File: src/rtl/uart_rx_os_if.sv
// uart_rx_os_if -- receive-side handshake bundle of the oversampling UART receiver.
//   rx_data   : received word, meaningful while rx_valid=1
//   rx_valid  : holding register contains unread data
//   rx_ready  : consumer accepts rx_data when rx_valid & rx_ready
//   frame_err : one-clk strobe, stop bit sampled low
//   overrun   : one-clk strobe, good frame dropped because holding register was full
//   par_err   : one-clk strobe, parity mismatch (constant 0 without parity support)
// Modports: master = receiver side, slave = consumer side.
interface uart_rx_os_if #(
  parameter int data_bits = 8
);
  logic [data_bits-1:0] rx_data;
  logic                 rx_valid;
  logic                 rx_ready;
  logic                 frame_err;
  logic                 overrun;
  logic                 par_err;

  modport master (
    output rx_data, rx_valid, frame_err, overrun, par_err,
    input  rx_ready
  );

  modport slave (
    input  rx_data, rx_valid, frame_err, overrun, par_err,
    output rx_ready
  );
endinterface

File: src/rtl/uart_rx_os.sv
// uart_rx_os -- oversampling UART receiver with a one-word holding register.
// Samples the serial line on os_tick strobes (os_rate per bit), finds the start
// bit mid-point and takes each following bit at whole bit periods after it.
// Ports:
//   clk      : single clock, rising edge
//   rst      : synchronous, active-high reset
//   os_tick  : one-clk strobe at os_rate x baud
//   rxd      : asynchronous serial input, idle high
//   rx_if    : uart_rx_os_if.master (rx_data/rx_valid/rx_ready, frame_err, overrun, par_err)
// Parameters: data_bits (5..9, LSB first), os_rate (even, >= 4).
// Optional feature: define UART_RX_PARITY_EN for one even-parity bit after the data.
module uart_rx_os #(
  parameter int data_bits = 8,
  parameter int os_rate   = 4
) (
  input  logic         clk,
  input  logic         rst,
  input  logic         os_tick,
  input  logic         rxd,
  uart_rx_os_if.master rx_if
);

  localparam int CNT_W = $clog2(os_rate);
  localparam int BIT_W = $clog2(data_bits);
  localparam logic [CNT_W-1:0] HALF_TICK = CNT_W'(os_rate / 2);
  localparam logic [CNT_W-1:0] LAST_TICK = CNT_W'(os_rate - 1);
  localparam logic [BIT_W-1:0] LAST_BIT  = BIT_W'(data_bits - 1);

  typedef enum logic [2:0] {
    IDLE,
    START,
    DATA,
`ifdef UART_RX_PARITY_EN
    PARITY,
`endif
    STOP,
    BREAK
  } state_t;

  // synchronizer stages and their fill flags
  logic rxd_p0, rxd_p1;
  logic vld_p0, vld_p1;
  logic rxs;
  // set once a real high level has been seen after reset; a start edge needs it
  logic armed_q;

  state_t               state_q, state_d;
  logic [CNT_W-1:0]     tick_cnt_q, tick_cnt_d;
  logic [BIT_W-1:0]     bit_cnt_q, bit_cnt_d;
  logic [data_bits-1:0] shift_q, shift_d;
  logic                 frame_good, frame_bad;

  logic [data_bits-1:0] rx_data_q;
  logic                 rx_valid_q;
  logic                 frame_err_q;
  logic                 overrun_q;

`ifdef UART_RX_PARITY_EN
  logic                 par_fail_q, par_fail_d;
  logic                 par_bad;
  logic                 par_err_q;
`endif

  assign rxs = rxd_p1;

  always_comb begin
    state_d    = state_q;
    tick_cnt_d = tick_cnt_q;
    bit_cnt_d  = bit_cnt_q;
    shift_d    = shift_q;
    frame_good = 1'b0;
    frame_bad  = 1'b0;
`ifdef UART_RX_PARITY_EN
    par_fail_d = par_fail_q;
    par_bad    = 1'b0;
`endif
    if (os_tick) begin
      case (state_q)
        IDLE: begin
          // this tick is sample 0 of the start bit, so the next one is sample 1
          if (armed_q && !rxs) begin
            state_d    = START;
            tick_cnt_d = CNT_W'(1);
          end
        end
        START: begin
          if (tick_cnt_q == HALF_TICK) begin
            if (rxs) begin
              state_d = IDLE;
            end else begin
              state_d    = DATA;
              tick_cnt_d = '0;
              bit_cnt_d  = '0;
`ifdef UART_RX_PARITY_EN
              par_fail_d = 1'b0;
`endif
            end
          end else begin
            tick_cnt_d = tick_cnt_q + 1'b1;
          end
        end
        DATA: begin
          if (tick_cnt_q == LAST_TICK) begin
            tick_cnt_d = '0;
            shift_d    = {rxs, shift_q[data_bits-1:1]};
            if (bit_cnt_q == LAST_BIT) begin
`ifdef UART_RX_PARITY_EN
              state_d = PARITY;
`else
              state_d = STOP;
`endif
            end else begin
              bit_cnt_d = bit_cnt_q + 1'b1;
            end
          end else begin
            tick_cnt_d = tick_cnt_q + 1'b1;
          end
        end
`ifdef UART_RX_PARITY_EN
        PARITY: begin
          if (tick_cnt_q == LAST_TICK) begin
            tick_cnt_d = '0;
            // even parity: data bits plus parity bit must XOR to 0
            par_fail_d = rxs ^ (^shift_q);
            state_d    = STOP;
          end else begin
            tick_cnt_d = tick_cnt_q + 1'b1;
          end
        end
`endif
        STOP: begin
          if (tick_cnt_q == LAST_TICK) begin
            tick_cnt_d = '0;
            if (rxs) begin
              state_d = IDLE;
`ifdef UART_RX_PARITY_EN
              frame_good = !par_fail_q;
              par_bad    = par_fail_q;
`else
              frame_good = 1'b1;
`endif
            end else begin
              // frame error wins over a parity error on the same frame
              frame_bad = 1'b1;
              state_d   = BREAK;
            end
          end else begin
            tick_cnt_d = tick_cnt_q + 1'b1;
          end
        end
        BREAK: begin
          if (rxs) state_d = IDLE;
        end
        default: state_d = IDLE;
      endcase
    end
  end

  always_ff @(posedge clk) begin
    if (rst) begin
      rxd_p0      <= 1'b1;
      rxd_p1      <= 1'b1;
      vld_p0      <= 1'b0;
      vld_p1      <= 1'b0;
      armed_q     <= 1'b0;
      state_q     <= IDLE;
      tick_cnt_q  <= '0;
      bit_cnt_q   <= '0;
      rx_data_q   <= '0;
      rx_valid_q  <= 1'b0;
      frame_err_q <= 1'b0;
      overrun_q   <= 1'b0;
`ifdef UART_RX_PARITY_EN
      par_fail_q  <= 1'b0;
      par_err_q   <= 1'b0;
`endif
    end else begin
      // stage 0 -> stage 1: metastability filter on the raw line
      rxd_p0 <= rxd;
      vld_p0 <= 1'b1;
      rxd_p1 <= rxd_p0;
      vld_p1 <= vld_p0;
      // the reset value of the synchronizer is not a real line level
      if (vld_p1 && rxs) armed_q <= 1'b1;

      state_q    <= state_d;
      tick_cnt_q <= tick_cnt_d;
      bit_cnt_q  <= bit_cnt_d;

      frame_err_q <= frame_bad;
      overrun_q   <= frame_good && rx_valid_q && !rx_if.rx_ready;
`ifdef UART_RX_PARITY_EN
      par_fail_q  <= par_fail_d;
      par_err_q   <= par_bad;
`endif
      // holding register: a read in the same clock frees it for the new word
      if (frame_good && (!rx_valid_q || rx_if.rx_ready)) begin
        rx_data_q  <= shift_q;
        rx_valid_q <= 1'b1;
      end else if (rx_valid_q && rx_if.rx_ready) begin
        rx_valid_q <= 1'b0;
      end
    end
  end

  always_ff @(posedge clk) begin
    shift_q <= shift_d;
  end

  assign rx_if.rx_data   = rx_data_q;
  assign rx_if.rx_valid  = rx_valid_q;
  assign rx_if.frame_err = frame_err_q;
  assign rx_if.overrun   = overrun_q;
`ifdef UART_RX_PARITY_EN
  assign rx_if.par_err   = par_err_q;
`else
  assign rx_if.par_err   = 1'b0;
`endif

endmodule

File: src/flat_wrapper.sv
// flat-port wrapper written by rule: the top's interface ports become plain ports
module uart_rx_os_flat 
#(
  parameter int data_bits = 8,
  parameter int os_rate   = 4
)
  (clk, rst, os_tick, rxd, rx_if_rx_data, rx_if_rx_valid, rx_if_frame_err, rx_if_overrun, rx_if_par_err, rx_if_rx_ready);
  uart_rx_os_if #(.data_bits(data_bits)) rx_if_i ();
  input  logic clk;
  input  logic rst;
  input  logic os_tick;
  input  logic rxd;
  output wire logic [$bits(rx_if_i.rx_data)-1:0] rx_if_rx_data;
  output wire logic [$bits(rx_if_i.rx_valid)-1:0] rx_if_rx_valid;
  output wire logic [$bits(rx_if_i.frame_err)-1:0] rx_if_frame_err;
  output wire logic [$bits(rx_if_i.overrun)-1:0] rx_if_overrun;
  output wire logic [$bits(rx_if_i.par_err)-1:0] rx_if_par_err;
  input wire logic [$bits(rx_if_i.rx_ready)-1:0] rx_if_rx_ready;
  assign rx_if_rx_data = rx_if_i.rx_data;
  assign rx_if_rx_valid = rx_if_i.rx_valid;
  assign rx_if_frame_err = rx_if_i.frame_err;
  assign rx_if_overrun = rx_if_i.overrun;
  assign rx_if_par_err = rx_if_i.par_err;
  assign rx_if_i.rx_ready = rx_if_rx_ready;
  uart_rx_os #(.data_bits(data_bits), .os_rate(os_rate)) u_core (.clk(clk), .rst(rst), .os_tick(os_tick), .rxd(rxd), .rx_if(rx_if_i));
endmodule
File: config.mk
export PLATFORM = sky130hd
export DESIGN_NAME = uart_rx_os_flat
export DESIGN_NICKNAME = d
export VERILOG_FILES = /design/src/rtl/uart_rx_os_if.sv /design/src/rtl/uart_rx_os.sv /design/src/flat_wrapper.sv
export SDC_FILE = /design/constraint.sdc
export NUM_CORES = 1
export LEC_CHECK = 0
export BUFFER_PORTS_ARGS = -buffer_cell sky130_fd_sc_hd__buf_2
export CAP_MARGIN = 15
export CORE_MARGIN = 4
export CORE_UTILIZATION = 56
export CTS_BUF_LIST = sky130_fd_sc_hd__clkbuf_16
export DETAILED_ROUTE_END_ITERATION = 10
export PLACE_DENSITY = 0.73
export SLEW_MARGIN = 20
export SYNTH_ARGS = -nofsm -noshare
export SYNTH_HDL_FRONTEND = slang
export SYNTH_SLANG_ARGS = --single-unit
File: constraint.sdc
create_clock -name clk -period 2.2 [get_ports clk]
set_input_delay 0.33 -clock clk [delete_from_list [all_inputs] [get_ports clk]]
set_output_delay 0.33 -clock clk [all_outputs]
set_load 0.02 [all_outputs]
Word level (Yosys, flattened, before mapping)

Cells that the tools add are included.

Register bits: 32
Input port bits: 5
Output and inout bits: 12
Word-level logic and storage cells: 81

$add $sub $neg: 2
Equality and inequality tests: 16
Muxes and demuxes: 27
Bitwise logic cells: 3
Reductions and logical operators: 20

Operator list:

| cell                                                                     | number |
|---|---|
| 3-bit two-way mux                                                        | 11 |
| 3-bit one-hot mux with 5 select lines                                    | 1 |
| 2-bit by 1-bit inequality test with 1-bit output (second input constant) | 6 |
| 2-bit two-way mux                                                        | 5 |
| 1-bit two-way mux                                                        | 8 |
| 7-bit AND reduction                                                      | 1 |
| 3-bit by 2-bit equality test with 1-bit output (second input constant)   | 2 |
| 3-bit equality test (second input constant)                              | 2 |
| 1-bit logical AND                                                        | 6 |
| 2-bit one-hot mux with 3 select lines                                    | 1 |
| 3-bit one-hot mux with 2 select lines                                    | 1 |
| 6-bit AND reduction                                                      | 1 |
| 2-bit equality test (second input constant)                              | 2 |
| 2-bit inequality test (second input constant)                            | 2 |
| 4-bit AND reduction                                                      | 1 |
| 2-bit nonzero test                                                       | 2 |
| 4-bit OR reduction                                                       | 1 |
| 3-bit by 1-bit adder with 3-bit output (second input constant)           | 1 |
| 3-bit by 1-bit equality test with 1-bit output (second input constant)   | 1 |
| 1-bit logical NOT                                                        | 3 |
| 3-bit logical NOT                                                        | 1 |
| 3-bit inequality test (second input constant)                            | 1 |
| 1-bit NOT                                                                | 3 |
| 3-bit AND reduction                                                      | 1 |
| other kinds (4)                                                          | 4 |

Longest topological paths before layout

Gate-level depths: netlist (run 1).

Depth after elaboration: 6
Mapped depth: 6
Gate-level depth less buffers: 6

Worst setup path before layout (run 1)

No wires, ideal clock.

Kind: flip-flop to flip-flop
From: register u_core.tick_cnt_q[0]
To: register u_core.state_q[0]
Data arrival time: 1.589 ns
Required time: 2.104 ns
Setup slack: 0.515 ns
Stages on the path, launching flop included: 6
Period minus slack after synthesis: 1.685 ns
Path through: dfxtp_1 inv_1 ha_1 or4b_1 a311o_1 o41ai_2

Longest elaborated chain between the ends: 3
Elaborated cells between the ends (all ways): 6

Ends and longest elaborated chain:

| item                                                              | line                                                   | source |
|---|---|---|
| start, declared                                                   | uart_rx_os.sv:48                                       | `logic [CNT_W-1:0] tick_cnt_q, tick_cnt_d;` |
| start signal, assigned                                            | uart_rx_os.sv:187                                      | `tick_cnt_q <= tick_cnt_d;` |
| 2-bit equality test (on tied branches)                            | uart_rx_os.sv:103, uart_rx_os.sv:132, uart_rx_os.sv:87 |  |
| 2-bit by 1-bit inequality test with 1-bit output (no source line) | --                                                     |  |
| 7-bit AND reduction (no source line) *                            | --                                                     |  |
| end signal, assigned                                              | uart_rx_os.sv:186                                      | `state_q <= state_d;` |
| end, declared                                                     | uart_rx_os.sv:47                                       | `state_t state_q, state_d;` |

Every way passes the cells marked *; elsewhere a longest branch is shown, timed or not.
A chain may end at the register's enable or synchronous reset.

Worst setup path in the final report (run 1)

From: register u_core.tick_cnt_q[0]
To: register u_core.rx_data_q[0] (netlist: u_core.rx_if.rx_data[0])

Longest elaborated chain between the ends: 5

Ends and longest elaborated chain:

| item                 | line              | source |
|---|---|---|
| 2-bit equality test  | uart_rx_os.sv:132 | `if (tick_cnt_q == LAST_TICK) begin` |
| 1-bit two-way mux    | uart_rx_os.sv:132 |  |
| 1-bit two-way mux    | uart_rx_os.sv:78  | `case (state_q)` |
| 1-bit two-way mux    | uart_rx_os.sv:77  | `if (os_tick) begin` |
| 1-bit logical AND    | uart_rx_os.sv:197 | `if (frame_good && (!rx_valid_q \|\| rx_if.rx_ready)) begin` |
| end signal, assigned | uart_rx_os.sv:198 | `rx_data_q <= shift_q;` |
| end, declared        | uart_rx_os.sv:53  | `logic [data_bits-1:0] rx_data_q;` |

Every way passes these cells.

==> impl_metrics.ini, run 1 <==
[critical_path]
r2r_start = u_core.tick_cnt_q[0]
reg2reg_depth = 5
crit_arrival_ps = 2010
critPathCaptureType = register
r2r-end = u_core.rx_if.rx_data[0]
startpoint_type = register
cp_slowest_cell = and3b_1
slowest_delay_ps = 480
worst-r2r-setup-slack_ps = 330
cp_cell_sequence = ha_1, and3_1, and3b_1, mux2i_1, nor2_1
worstPathRequired_ps = 2340
critPathTopFamily = simple AND/OR/NAND/NOR gates
critPathKind = reg2reg
path_max_fanout = 8
path_buf_inv = 0

[cts]
cts_sinks = 32
htreeDepth = 2
cts_made_buffers = 5
cts_max_path_buffers = 2
insertion_delay_ps = 270
cts_resized = 0
cts_tree = done
ctsHoldBuffers = 0
cts_root_buffer = clkbuf_16
clk_pin_slew_worst_paths_ps = 50
cts_setup_buffers = 0

[placed_design]
dp_hpwl_mm = 1.74
placed_area_um2 = 1480
routabilityCongestion = 0.802
placedCellCount = 168
port_buffers = 15
pre_cts_slack_ps = 381

[pwr]
power.leakage_uw = 0.000637
power_density_nw_per_um2 = 855
combPwrFrac_pct = 1.9
vdd_drop_max_v = 0.000799
pwr-share-seq_pct = 43.4
switchingPower_uw = 260
sw_frac_of_total_pct = 18.5
power.internal_uw = 1150
power_frac_clock_pct = 54.7

[timing]
hold_viol_final = 0
relSlewSlack_pct = 59.3
worst_slack_ps = 333
fmax_mhz = 536
final-setup-viol-count = 0
finalClockSkew_ps = 3.35
drv_slew = 0
worstMarginPinSlew_ps = 603
rsz0062_at_grt = false
finalSetupTns_ps = 0
period_share_pct = 84.8
finalCriticalPeriod_ps = 1870

[yosys]
synth-seq-cells = 32
synth_area_um2 = 1410
synth_cell_types = 41
syn_inst = 131
syn_avg_cell_area_um2 = 10.7
synth_fp_nets = 142
yosys_warnings = 0
synthFlopType = dfxtp_1
yosys-top-cells-area = dfxtp_1 (34%), edfxtp_1 (17%), mux2i_1 (7.1%)
yosysTopAreaCellShare_pct = 34.2
synth.largest_area_cell = dfxtp_1
ys_seq_area_share_pct = 51.2
synth-edff-count = 8
async_reset_ff_share_pct = 0

[routing]
viasPerCell = 5.61
drt-initial-drc-count = 36
ant_nets = 0
drt_wl_total_mm = 2.66
dr.pass1.iters = 4
drc = 0
vias = 987
wl_per_cell_um = 15.1

[grt]
grt_util_all_layers_pct = 18.1
first_global_vias = 938
grt_max_degree = 24
overflow = 0
antenna_found_initial = 0
grt_pass1_wl_mm = 4.49

[final_layout]
final_layout_size_suffix_gt1_share_pct = 20.9
antennaDiodeCount = 0
finalInstanceArea_um2 = 1640
fillers = 172
fin_cells = 176
area_growth_pct = 16.9
fin_nets = 158

[floorplan]
core_area_um2 = 2300
die_w_um = 58.1
die_y_um = 58.1
initial_core_util_pct = 61.2
num_rows = 17
pin_count = 17
fp.dieArea_um2 = 3380

[worst_hold_path]
holdCritStartpoint = rxd
hold_end = u_core.rxd_p0
holdPathStages = 2
worstHoldPathType = in2reg

[run_status]
status = finished clean

[job]
cap_violations = 0
[cell families (layout without fill, tap and decap cells)]
| family | Yosys count | after routing | share of synthesized area [%] |
|---|---|---|---|
| flops | 32 | 32 | 51.2 |
| fa+ha+maj | 6 | 6 | 5.34 |
| simple gates | 49 | 49 | 20.7 |
| mux | 10 | 10 | 7.12 |
| buf+inv | 13 | 30 | 4.98 |
| other cells | 1 | 1 | 0.267 |
| compound gates | 20 | 20 | 10.3 |
[how the worst max path moves through the flow]
stage,start,end,cells past startpoint
finish,u_core.tick_cnt_q[0],u_core.rx_if.rx_data[0],5
global route,u_core.tick_cnt_q[0],u_core.rx_if.rx_data[0],5
CTS,u_core.tick_cnt_q[0],u_core.rx_if.rx_data[0],5
detailed placement,u_core.tick_cnt_q[0],u_core.rx_if.rx_data[0],5
global placement,u_core.tick_cnt_q[0],u_core.rx_if.rx_data[6],5
floorplan,u_core.tick_cnt_q[0],u_core.state_q[0],5
[per-layer routing]
metal  GRT usage (%)  part of all wire, %
met4            9.93                  2.1
met3            6.90                  5.2
met1            23.4                   45
met5               0                    0
met2            25.8                   48
[through the flow]
| step | hold slack (ps) | total power, uW | util, % |
|---|---|---|---|
| after floorplan | 389 | 640 | - |
| after global placement | 392 | 648 | 64.3 |
| after detailed placement | 409 | 649 | 64.3 |
| after CTS | 242 | 1420 | 71.6 |
| after global routing | 249 | 1450 | 71.6 |
| final | 244 | 1410 | 71.6 |
[power by group through the flow]
stage	Sequential (uW)	Clock (uW)	Combinational, uW
floorplan	621	0	19.3
global placement	622	0	26.1
detailed placement	622	0	26.4
CTS	610	780	26.9
global route	611	814	30.4
finish	611	769	26.9
[state kept, by name, summed over array words and instances (netlist names)]
register                count
u_core.rx_if.overrun        1
u_core.rx_if.frame_err      1
u_core.armed_q              1
u_core.vld_p0               1
u_core.vld_p1               1
u_core.rx_if.rx_data        8
u_core.shift_q              8
u_core.bit_cnt_q            3
u_core.rxd_p0               1
u_core.rx_if.rx_valid       1
u_core.rxd_p1               1
u_core.tick_cnt_q           2
u_core.state_q              3
[cell usage in the layout (no fill, tap or decap), types with 3 or more instances in the layout]
master	count
dfxtp_1	24
nor2_1	16
buf_2	15
mux2i_1	10
edfxtp_1	8
inv_1	6
a21oi_1	6
ha_1	6
o21ai_0	5
clkbuf_16	5
nand2_1	4
nor2b_1	3
nand3_1	3
nor3_1	3
or4_1	3
[synth_stat cells, types with 3 or more instances]
cell and instances:
edfxtp_1 8, nor2b_1 3, inv_1 6, nor3_1 3, nor2_1 16, nand2_1 4, nand3_1 3, o21ai_0 5
mux2i_1 10, ha_1 6, a21oi_1 6, or4_1 3, dfxtp_1 24
[worst reg2reg max path: cells and delay by family (launching register included)]
| kind | cells | cell delay, ps |
|---|---|---|
| mux | 1 | 280 |
| simple gates | 3 | 760 |
| fa+ha+maj | 1 | 290 |
| flops | 1 | 400 |
[final cells by class]
cell class | instances | area (um2) | share of cell area (%)
inverter | 6 | 22.5 | 1.37
sequential | 32 | 721 | 43.8
timing repair buffer | 16 | 82.6 | 5.02
clock buffer | 5 | 125 | 7.61
multi-input combinational | 86 | 616 | 37.4
tap | 28 | 35.0 | 2.13
clock inverter | 3 | 42.5 | 2.59
No activity file was read; power rests on OpenSTA's default activity.
==> inputs of run 2 (changes only) <==
clock period = 1.87 ns   (was 2.2 ns; I/O delays follow)
==> impl_metrics.ini, run 2 (synthesized netlist as in run 1, its figures left out) <==
[timing]
hold_viol_final = 0
whs_ps = 200
finalClockSkew_ps = 3.13
relSlewSlack_pct = 56.1
worst_slack_ps = 119
finalSetupTns_ps = 0
final-setup-viol-count = 0
worstMarginPinSlew_ps = 650
fmax_mhz = 571
drv_slew = 0
period_share_pct = 93.7
finalCriticalPeriod_ps = 1750
rsz0062_at_grt = false

[critical_path]
critPathKind = reg2reg
startpoint_type = register
cp_cell_sequence = inv_1, ha_1, or4b_4, o211ai_1, nor2_1, mux2i_1
critPathCaptureType = register
critPathTopFamily = simple AND/OR/NAND/NOR gates
slowest_delay_ps = 520
cp_slowest_cell = or4b_4
worstPathRequired_ps = 2020
path_buf_inv = 1
crit_arrival_ps = 1900
path_max_fanout = 5

[cts]
cts_setup_buffers = 0
cts_made_buffers = 5
ctsHoldBuffers = 0
cts_sinks = 32
cts_root_buffer = clkbuf_16
insertion_delay_ps = 270
clk_pin_slew_worst_paths_ps = 50
cts_max_path_buffers = 2
cts_tree = done
htreeDepth = 2
cts_resized = 0

[grt]
grt_pass1_wl_mm = 4.31
first_global_vias = 904
grt_max_degree = 24
grt_util_all_layers_pct = 16.6
overflow = 0
antenna_found_initial = 0

[routing]
wl_per_cell_um = 14.4
vias = 1024
viasPerCell = 5.79
dr.pass1.iters = 4
drt-initial-drc-count = 46
drc = 0
drt_wl_total_mm = 2.55
ant_nets = 0

[placed_design]
port_buffers = 15
routabilityCongestion = 0.797
pre_cts_slack_ps = 89.8
dp_hpwl_mm = 1.73

[job]
cap_violations = 0

[floorplan]
core_area_um2 = 2300
num_rows = 17
die_y_um = 58.1
pin_count = 17
die_w_um = 58.1
initial_core_util_pct = 61.2
fp.dieArea_um2 = 3380

[pwr]
power_density_nw_per_um2 = 983
power.leakage_uw = 0.000645
vdd_drop_max_v = 0.000920

[final_layout]
fin_nets = 159
mostFrequentLayoutCells = dfxtp_1 (24), nor2_1 (16), buf_2 (15)
antennaDiodeCount = 0
final_common_cell = dfxtp_1
fin_util_pct = 71.8
final_layout_size_suffix_gt1_share_pct = 20.8
area_growth_pct = 17.3

[run_status]
status = finished clean

[worst_hold_path]
worstHoldPathType = in2reg
run 2: cell count changes in the layout (fill, tap and decap cells not counted):
cell | before | now
clkinv_1 | 0 | 2
clkinv_2 | 1 | 0
clkinvlp_4 | 1 | 0
buf_4 | 1 | 2
or4b_4 | 0 | 1
or4b_1 | 2 | 1
run 2: area by class of cell:
class | instances | area [um2]
inverters | 6 | 22.5
repair buffers | 17 | 90.1
flip-flops and latches | 32 | 721
clock buffers | 5 | 125
multi-input cells | 86 | 619
well taps | 28 | 35.0
fillers | 176 | 647
clock inverters | 3 | 37.5
run 2: path summary, 6_finish.rpt:
path                         endpoint  cells after the start                 start  slack [ps]
setup / recovery  u_core.bit_cnt_q[1]                      6  u_core.tick_cnt_q[0]         120
hold / removal          u_core.rxd_p0                      2                   rxd         200
setup reg to reg  u_core.bit_cnt_q[1]                      6  u_core.tick_cnt_q[0]         120
hold reg to reg         u_core.rxd_p1                      1         u_core.rxd_p0         420
run 2: report_power, final:
part | internal [uW] | switching [uW]
Clock | 617 | 255
Combinational | 10.8 | 21.0
Sequential | 714 | 4.85
Total | 1340 | 281
run 2: through the flow:
stage,area (um2),total power (uW),std cells
floorplan,1410,753,131
global placement,1480,763,169
detailed placement,1480,763,169
CTS,1650,1630,177
global route,1650,1680,177
finish,1650,1620,177
run 2: layer usage:
metal	vias to the layer above	GRT usage, %	share of wire, %
li1	498	-	-
met1	499	22.0	46
met2	25	25.8	47
met3	2	5.35	5.9
met4	0	4.97	0.47
met5	-	0	0
run 2: worst reg2reg max path: cells and delay by family, from the launching register on:
kind	cells	cell delay, ps
buffers and inverters	1	90
adder cells (fa/ha/maj)	1	210
AND/OR/NAND/NOR	2	640
AO/OA/AOI/OAI	1	150
flip-flops	1	400
multiplexers	1	150
